## src/rtl/piso_serializer8_pkg.sv

```systemverilog
// Shared encodings for the serial word link (transmitter and receiving shift registers).
package piso_serializer8_pkg;

   typedef logic [1:0] mode_t;

   localparam mode_t MODE_SHL_MSB = 2'b00;
   localparam mode_t MODE_SHL_LSB = 2'b01;
   localparam mode_t MODE_ROT_MSB = 2'b10;
   localparam mode_t MODE_ROT_LSB = 2'b11;

   localparam logic [0:0] ST_IDLE  = 1'b0;
   localparam logic [0:0] ST_SHIFT = 1'b1;

   function automatic logic mode_is_rotate(input mode_t m);
      return m[1];
   endfunction

   function automatic logic mode_is_lsb_first(input mode_t m);
      return m[0];
   endfunction

endpackage

```

## src/rtl/piso_serializer8_if.sv

```systemverilog
// Load handshake, bit strobe and serial output bundle of the word-link transmitter.
interface piso_serializer8_if
   import piso_serializer8_pkg::*;
#(
   parameter int WIDTH = 8
);
   logic [WIDTH-1:0] din;
   mode_t            mode;
   logic             load_valid;
   logic             load_ready;
   logic             bit_en;
   logic             stop;
   logic             sOut;
   logic             sValid;
   logic             sFirst;
   logic             sLast;
   logic             busy;
   logic             done;

   modport master (
      output din, mode, load_valid, bit_en, stop,
      input  load_ready, sOut, sValid, sFirst, sLast, busy, done
   );

   modport slave (
      input  din, mode, load_valid, bit_en, stop,
      output load_ready, sOut, sValid, sFirst, sLast, busy, done
   );
endinterface

```

## src/rtl/mod_counter.sv

```systemverilog
// Modulo-N counter with synchronous clear; at_max flags the terminal count N-1.
module mod_counter #(
   parameter int N = 8,
   localparam int CW = $clog2(N)
) (
   input  logic          clk,
   input  logic          rst,
   input  logic          clr,
   input  logic          inc,
   output logic [CW-1:0] cnt,
   output logic          at_max
);
   assign at_max = (cnt == CW'(N - 1));

   // clr wins over inc so a fresh load always restarts at bit 0
   always_ff @(posedge clk) begin
      if (rst || clr) begin
         cnt <= '0;
      end else if (inc) begin
         cnt <= at_max ? '0 : cnt + CW'(1);
      end
   end
endmodule

```

## src/rtl/piso_serializer8.sv

```systemverilog
// Parallel-in/serial-out transmitter: one word per handshake, one bit per bit_en strobe.
module piso_serializer8
   import piso_serializer8_pkg::*;
#(
   parameter int WIDTH = 8,
   localparam int CW = $clog2(WIDTH)
) (
   input logic             clk,
   input logic             rst,
   piso_serializer8_if.slave bus
);
   logic [0:0]       state_reg;
   logic [WIDTH-1:0] shreg_reg;
   logic [WIDTH-1:0] shreg_rot;
   mode_t            mode_reg;
   logic             done_reg;
   logic [CW-1:0]    cnt;
   logic             at_max;
   logic             in_shift;
   logic             adv;
   logic             fin;
   logic             load_ok;
   logic             load;

   assign in_shift = (state_reg == ST_SHIFT);
   assign adv      = in_shift & bus.bit_en;
   assign fin      = adv & at_max;
   assign load_ok  = ~in_shift | fin;
   assign load     = bus.load_valid & load_ok;

   mod_counter #(.N(WIDTH)) u_bit_cnt (
      .clk    (clk),
      .rst    (rst),
      .clr    (load),
      .inc    (adv),
      .cnt    (cnt),
      .at_max (at_max)
   );

   // Outgoing bit re-enters the vacated end, so after WIDTH advances the word is restored
   always_comb begin
      if (mode_is_lsb_first(mode_reg)) begin
         shreg_rot = {shreg_reg[0], shreg_reg[WIDTH-1:1]};
      end else begin
         shreg_rot = {shreg_reg[WIDTH-2:0], shreg_reg[WIDTH-1]};
      end
   end

   always_ff @(posedge clk) begin
      if (rst) begin
         state_reg <= ST_IDLE;
         shreg_reg <= '0;
         mode_reg  <= MODE_SHL_MSB;
         done_reg  <= 1'b0;
      end else begin
         done_reg <= fin;
         if (load) begin
            shreg_reg <= bus.din;
            mode_reg  <= bus.mode;
            state_reg <= ST_SHIFT;
         end else if (adv) begin
            shreg_reg <= shreg_rot;
            if (fin && (!mode_is_rotate(mode_reg) || bus.stop)) begin
               state_reg <= ST_IDLE;
            end
         end
      end
   end

   assign bus.load_ready = load_ok;
   assign bus.sOut       = in_shift & (mode_is_lsb_first(mode_reg) ? shreg_reg[0]
                                                                  : shreg_reg[WIDTH-1]);
   assign bus.sValid     = in_shift;
   assign bus.sFirst     = in_shift & (cnt == '0);
   assign bus.sLast      = in_shift & at_max;
   assign bus.busy       = in_shift;
   assign bus.done       = done_reg;
endmodule

```

## src/flat_wrapper.sv

```systemverilog
// flat-port wrapper written by rule: the top's interface ports become plain ports
module piso_serializer8_flat import piso_serializer8_pkg::*;
#(
   parameter int WIDTH = 8,
   localparam int CW = $clog2(WIDTH)
)
  (clk, rst, bus_din, bus_mode, bus_load_valid, bus_bit_en, bus_stop, bus_load_ready, bus_sOut, bus_sValid, bus_sFirst, bus_sLast, bus_busy, bus_done);
  piso_serializer8_if #(.WIDTH(WIDTH)) bus_i ();
  input logic clk;
  input logic rst;
  input wire logic [$bits(bus_i.din)-1:0] bus_din;
  input wire logic [$bits(bus_i.mode)-1:0] bus_mode;
  input wire logic [$bits(bus_i.load_valid)-1:0] bus_load_valid;
  input wire logic [$bits(bus_i.bit_en)-1:0] bus_bit_en;
  input wire logic [$bits(bus_i.stop)-1:0] bus_stop;
  output wire logic [$bits(bus_i.load_ready)-1:0] bus_load_ready;
  output wire logic [$bits(bus_i.sOut)-1:0] bus_sOut;
  output wire logic [$bits(bus_i.sValid)-1:0] bus_sValid;
  output wire logic [$bits(bus_i.sFirst)-1:0] bus_sFirst;
  output wire logic [$bits(bus_i.sLast)-1:0] bus_sLast;
  output wire logic [$bits(bus_i.busy)-1:0] bus_busy;
  output wire logic [$bits(bus_i.done)-1:0] bus_done;
  assign bus_i.din = bus_din;
  assign bus_i.mode = bus_mode;
  assign bus_i.load_valid = bus_load_valid;
  assign bus_i.bit_en = bus_bit_en;
  assign bus_i.stop = bus_stop;
  assign bus_load_ready = bus_i.load_ready;
  assign bus_sOut = bus_i.sOut;
  assign bus_sValid = bus_i.sValid;
  assign bus_sFirst = bus_i.sFirst;
  assign bus_sLast = bus_i.sLast;
  assign bus_busy = bus_i.busy;
  assign bus_done = bus_i.done;
  piso_serializer8 #(.WIDTH(WIDTH)) u_core (.clk(clk), .rst(rst), .bus(bus_i));
endmodule
```

## config.mk

```make
export PLATFORM = sky130hd
export DESIGN_NAME = piso_serializer8_flat
export DESIGN_NICKNAME = d
export VERILOG_FILES = /design/src/rtl/piso_serializer8_pkg.sv /design/src/rtl/piso_serializer8_if.sv /design/src/rtl/mod_counter.sv /design/src/rtl/piso_serializer8.sv /design/src/flat_wrapper.sv
export SDC_FILE = /design/constraint.sdc
export NUM_CORES = 1
export LEC_CHECK = 0
export BUFFER_PORTS_ARGS = -buffer_cell sky130_fd_sc_hd__buf_4
export CAP_MARGIN = 30
export CORE_MARGIN = 2
export CORE_UTILIZATION = 45
export DETAILED_ROUTE_END_ITERATION = 7
export HOLD_SLACK_MARGIN = 0.03
export PLACE_DENSITY = 0.8
export SLEW_MARGIN = 10
export SYNTH_ARGS = -nofsm -noshare
export SYNTH_HDL_FRONTEND = slang
export SYNTH_HIERARCHICAL = 1
export SYNTH_SLANG_ARGS = --single-unit
```

## constraint.sdc

```tcl
create_clock -name clk -period 1.8 [get_ports clk]
set_clock_uncertainty 0.1 [all_clocks]
set_input_delay 0 -clock clk [delete_from_list [all_inputs] [get_ports clk]]
set_output_delay 0 -clock clk [all_outputs]
set_load 0.02 [all_outputs]
```

# ---- Word-level counts from Yosys, hierarchy flattened
# Index checks and enable logic that the tools add are counted.
# Widths: inputs -> output; s select.
dict set report totals {
  register_bits 15
  latchBits 0
  mem_bits_rw 0
  rom_bits 0
  inputBits 15
  out_inout_bits 7
  elab_cells 31
  memories 0
}
dict set report classes {
  add_sub_neg 1
  n_mul 0
  div_mod_pow 0
  order_cmp 0
  n_eq_ne 1
  shifts 0
  mux 8
  n_bitwise 8
  reduce_logical 8
}
# op count
set ops {}
lappend ops {{$mux 8} 3}
lappend ops {{$and 1x1->1} 6}
lappend ops {{$mux 1} 4}
lappend ops {{$reduce_bool 2->1} 2}
lappend ops {{$add 3x1->3 const B} 1}
lappend ops {{$eq 3x3->1 const B} 1}
lappend ops {{$logic_not 3->1} 1}
lappend ops {{$mux 3} 1}
lappend ops {{$logic_or 1x1->1} 2}
lappend ops {{$reduce_and 2->1} 1}
lappend ops {{$logic_and 1x1->1} 1}
lappend ops {{$logic_not 1->1} 1}
lappend ops {{$not 1->1} 1}
lappend ops {{$or 1x1->1} 1}

# ---- Logic depth before layout (Yosys ltp)
dict set report depth {
  word_depth 6
  ltp_mapped 7
  ltp_nobuf 6
}

# ---- Modules after synthesis
# Netlist, hierarchy kept.
# module n_inst cells_per_inst area_each_um2 seq_area_each_um2
set by_module_without_submodules {}
lappend by_module_without_submodules {piso_serializer8 1 72 676.9 240.2}
lappend by_module_without_submodules {mod_counter 1 13 148.9 60.1}

# ---- Worst setup path before layout
# Ideal clock, no wire load.
dict set report synth_path {
  kind {reg-to-reg}
  startpoint {register u_core.u_bit_cnt.cnt[0]}
  endpoint {register u_core.shreg_reg[0]}
  setup_ns 0.117
  t_arrival_ns 1.420
  t_required_ns 1.583
  path_slack_ns 0.163
  path_stages_with_launch 7
  path_buffers 1
  period_less_slack_ns 1.637
  path_cell_list {dfxtp_1 > ha_1 > ha_1 > a21boi_4 > buf_6 > or3_1 > a32o_1}
}
dict set report synth_between {
  elab_chain_len 5
  elab_cells_between_ends 6
  cone_classes {1 x eq/ne; 1 x mux; 3 x bitwise; 1 x reduce/logical}
}
# item line
set synth_lines {}
lappend synth_lines {{from (decl)} mod_counter.sv:10} ;# output logic [CW-1:0] cnt,
lappend synth_lines {{from (signal assigned)} mod_counter.sv:20} ;# cnt <= at_max ? '0 : cnt + CW'(1);
lappend synth_lines {{$eq 3x3->1 *} mod_counter.sv:13} ;# assign at_max = (cnt == CW'(N - 1));
lappend synth_lines {{via u_core.at_max} piso_serializer8.sv:18} ;# logic at_max;
lappend synth_lines {{$and 1x1->1 *} piso_serializer8.sv:27} ;# assign fin = adv & at_max;
lappend synth_lines {{$or 1x1->1 *} piso_serializer8.sv:28} ;# assign load_ok = ~in_shift | fin;
lappend synth_lines {{$and 1x1->1 *} piso_serializer8.sv:29} ;# assign load = bus.load_valid & load_ok;
lappend synth_lines {{$mux 8 / $reduce_bool 2->1 (equally long branches)} --}
lappend synth_lines {{to (signal assigned)} piso_serializer8.sv:58} ;# shreg_reg <= bus.din;
lappend synth_lines {{to (signal assigned)} piso_serializer8.sv:62} ;# shreg_reg <= shreg_rot;
lappend synth_lines {{to (decl)} piso_serializer8.sv:13} ;# logic [WIDTH-1:0] shreg_reg;
# Mark *: on every way through the listed nets, which the timed path passes. The rest lies on a longest branch.
# A chain may end at the register's enable or synchronous reset.

# ---- Worst setup path in the final report
dict set report layout_path {
  startpoint {register u_core.u_bit_cnt.cnt[0]}
  endpoint {output port bus_load_ready}
}
dict set report layout_between {
  elab_chain_len 3
}
# item line
set layout_lines {}
lappend layout_lines {{$eq 3x3->1} mod_counter.sv:13}
lappend layout_lines {{via u_core.at_max} piso_serializer8.sv:18}
lappend layout_lines {{$and 1x1->1} piso_serializer8.sv:27}
lappend layout_lines {{$or 1x1->1} piso_serializer8.sv:28}
lappend layout_lines {{to (decl)} flat_wrapper.sv:16} ;# output wire logic [$bits(bus_i.load_ready)-1:0] bus_load_ready;
# The timed path passes the listed nets, and every way through them passes these cells.

==> metrics.md <==
| Metric | Value |
|---|---|
| Status | `finished clean` |
| H-tree Lvls | `1` |
| GR Util All Layers | `22.7%` |
| Post-CTS Setup Bufs | `0` |
| Port bufs | `21` |
| Top Family by Delay on Critical Path | `adder cells` |
| Pin count of the biggest net entering global routing | `21` |
| Relative slew slack | `about two thirds` |
| Gate power share | `23.8%` |
| Worst min-delay path endpoint | `u_core/mode_reg[0]` |
| Core area | `roughly 1700 um2` |
| Top_reg_cell synth | `dfxtp_1` |
| Die H | `roughly 47 um` |
| Rows | `15` |
| Arrival time worst endpoint | `between 1500 and 2000 ps` |
| Final min period | `approximately 1700 ps` |
| Mean area per synthesized cell | `between 9 and 10 um2` |
| Worst path cell trace | `ha_1 -> ha_4 -> a21boi_4 -> inv_2 -> buf_4` |
| Iteration-0 DRC Markers | `34` |
| Clock power share | `between 20% and 30%` |
| Seq pwr share | `a little under 50%` |
| DR vias | `840` |
| Asr flop ratio synth | `0%` |
| CTS Root Cell | `clkbuf_4` |
| Mux share of post-synthesis cell area | `around an eighth` |
| Cell Area, Synth | `826 um2` |
| Mapped Cells | `between 80 and 90` |
| Number of flip-flops in the largest register | `8` |
| Number of synthesized flops with an enable pin | `0` |
| Fmax | `slightly below 600 MHz` |
| CP Max Fanout | `10` |
| Post-DRT Antenna Nets | `0` |
| CTS Buf Count | `3` |
| Synth Area in Adders | `about 3%` |
| Post-route setup TNS | `0 ps` |
| Max-cap violations | `0` |
| R2r startpoint | `u_core/u_bit_cnt/cnt[0]` |
| Compound-gate portion of the synthesized area | `between 20 and 25%` |
| Routed WL | `2250 um` |
| Vias in the first global route | `770` |
| Synth Warn # | `6` |
| Initial Util | `between 40% and 50%` |
| FILL cells | `between 100 and 150` |
| Worst-Skew Late Latency | `slightly below 300 ps` |
| RSZ-0062 raised after global routing | `false` |
| Share of cells above drive strength 1 | `between 20 and 30%` |
| Area grow syn2layout | `43.3%` |
| Reg2reg path depth | `5` |
| R2R Setup Slk | `90 ps` |
| First-pass GRT wire length | `3510 um` |
| Initial antenna violation count | `0` |
| Synth cell types | `27` |
| Slew Limit Fails | `0` |
| Vias per inst | `roughly 5.8` |
| Min-delay src | `rst` |
| Slowest cell on the critical path | `dfxtp_1` |
| Nets | `around 140` |
| Syn nets | `~100` |
| Clk sinks | `15` |
| Cell Int Power | `around 0.00054 W` |
| Worst Setup SP | `u_core/u_bit_cnt/cnt[0]` |
| Tcrit/Tclk final | `a little over nine tenths` |
| CP Capture Type | `output pin` |
| Max rail drop VDD | `between 0.3 and 0.4 mV` |
| Die width | `46.8 um` |
| DR DRC count | `0` |
| Drt wl/cell | `between 15 and 20 um` |
| Post-route cell area | `around 1200 um2` |
| Worst path max stage delay | `between 300 and 400 ps` |
| Largest family of logic cells by synthesized area | `compound AO/OA/AOI/OAI gates` |
| Post-synthesis sequential area ratio | `a little over a third` |
| DRT Pass-1 Iters | `4` |
| Final Setup Violations | `0` |
| Hold WC Path Type | `in -> reg` |
| CTS tree | `yes` |
| Hold depth | `3` |
| Buf+Inv Stages, Crit Path | `2` |
| CP startpoint kind | `flop` |
| Post-Place Cell Area | `993 um2` |
| Final HPWL DP | `about 1400 um` |
| CP required | `about 1700 ps` |
| Psw | `around 0.00022 W` |
| Slew @ Worst Pin | `between 500 and 600 ps` |
| Top Ports | `22` |
| Placer Congestion | `about 0.8` |
| WS Path Type | `reg -> out` |
| Reg2reg end | `u_core/shreg_reg[5]` |
| Die Area | `approximately 2200 um2` |
| PwrDens | `between 600 and 700 nW/um2` |
| Clock Path Buffers | `2` |
| Hold Fails Final Rpt | `0` |
| Sw frac | `between 20% and 30%` |
| Post-Synth XOR/XNOR Area | `0%` |
| Total gr overflow | `0` |
| Register bit total from synthesis | `15` |
| Clock-pin slew on the worst setup and hold paths | `roughly 100 ps` |
| Ant diodes | `0` |
| Pleak | `0.456 nW` |
| Simple-Gate Fraction of Synth Area | `18.6%` |
cells by family (layout without fill, tap and decap cells):
family / count (synthesis) / count (layout)
flops: 15 / 15
fa+ha+maj: 2 / 2
buf+inv: 9 / 44
mux: 11 / 11
simple gates: 24 / 24
compound gates: 24 / 25
worst max path at each step:
| stage | cells past startpoint | endpoint | slack, ps |
|---|---|---|---|
| detailed placement | 5 | u_core/shreg_reg[0] | -20 |
| global route | 5 | bus_load_ready | 20 |
| CTS | 5 | u_core/shreg_reg[5] | 10 |
| finish | 5 | bus_load_ready | 70 |
| floorplan | 6 | u_core/shreg_reg[0] | 160 |
| global placement | 5 | u_core/shreg_reg[6] | 70 |
Yosys cell counts (all sizes together), types with 7 or more instances:
library cell | number | area share (%)
a32o | 8 | 9.7
buf | 7 | 5.3
dfxtp | 15 | 36
mux2i | 11 | 13
o21ai | 10 | 6.1
or3 | 8 | 6.1
power by group through the flow:
| stage | combinational [W] | clock (W) | sequential (W) |
|---|---|---|---|
| finish | 0.000181 | 0.000203 | 0.000376 |
| global route | 0.000194 | 0.000213 | 0.000377 |
| CTS | 0.000179 | 0.000202 | 0.000374 |
| detailed placement | 0.000151 | 0 | 0.000381 |
| global placement | 0.000146 | 0 | 0.000380 |
| floorplan | 0.000101 | 0 | 0.000374 |
worst min-delay path: cells and delay by family:
family                 cells  cell delay, ps
buffers and inverters      2             690
AOI/OAI and AO/OA          1              50
final cells by class:
cell class	instances	area, um2	share of cell area [%]
clock buffer	4	26.3	2.22
timing repair buffer	38	320	27.1
multi-input combinational	62	498	42.1
tap	25	31.3	2.64
inverter	2	7.51	0.634
sequential	15	300	25.4
metal layers:
layer	up-vias	wire (um)	share of wire [%]	track usage, %
li1	393	-	-	-
met2	39	1200	53	39.2
met4	0	48	2.1	10.0
met3	6	143	6.4	2.31
met5	-	0	0	0
met1	402	857	38	28.6
metrics by stage:
stage / cells / setup WS [ps] / utilization [%] / hold WS (ps) / power, W
finish: 146 / 73.0 / 68.6 / 382 / 0.000760
global route: 146 / 19.0 / 68.6 / 423 / 0.000784
CTS: 146 / 11.2 / 68.0 / 388 / 0.000755
detailed placement: 127 / -18.0 / 57.5 / 151 / 0.000532
global placement: 127 / 72.8 / 57.5 / 141 / 0.000526
floorplan: 85 / 163 / - / -35.4 / 0.000475
cells in the final DEF, fill, tap and decap left out:
cell type,Yosys,layout
buf_4,1,24
dfxtp_1,15,15
dlygate4sd3_1,0,14
mux2i_1,11,11
or3_1,8,8
a32o_1,8,8
o21ai_1,7,7
clkbuf_4,0,3
o21ai_0,3,3
inv_2,2,2
and2_1,2,2
nor2b_1,2,2
nand3_1,2,2
a21oi_1,2,2
nand3b_1,2,2
nand2b_1,2,2
clkbuf_1,0,1
a21boi_2,0,1
a21boi_4,1,1
nor2_1,1,1
nor4b_1,1,1
nor2_2,1,1
and3b_1,1,1
a31oi_1,1,1
a211oi_1,1,1
or3b_1,1,1
a211oi_2,1,1
nor3_1,1,1
ha_1,2,1
ha_4,0,1
repair_timing:
item                                   CTS  global route
endpoints found under the hold margin   15             0
setup endpoints to repair                6             9
hold buffers                            14             0
cloned                                   1             0
gates resized for setup                  1             1
pin swaps                                1             0
No activity file was read; power rests on OpenSTA's default activity.
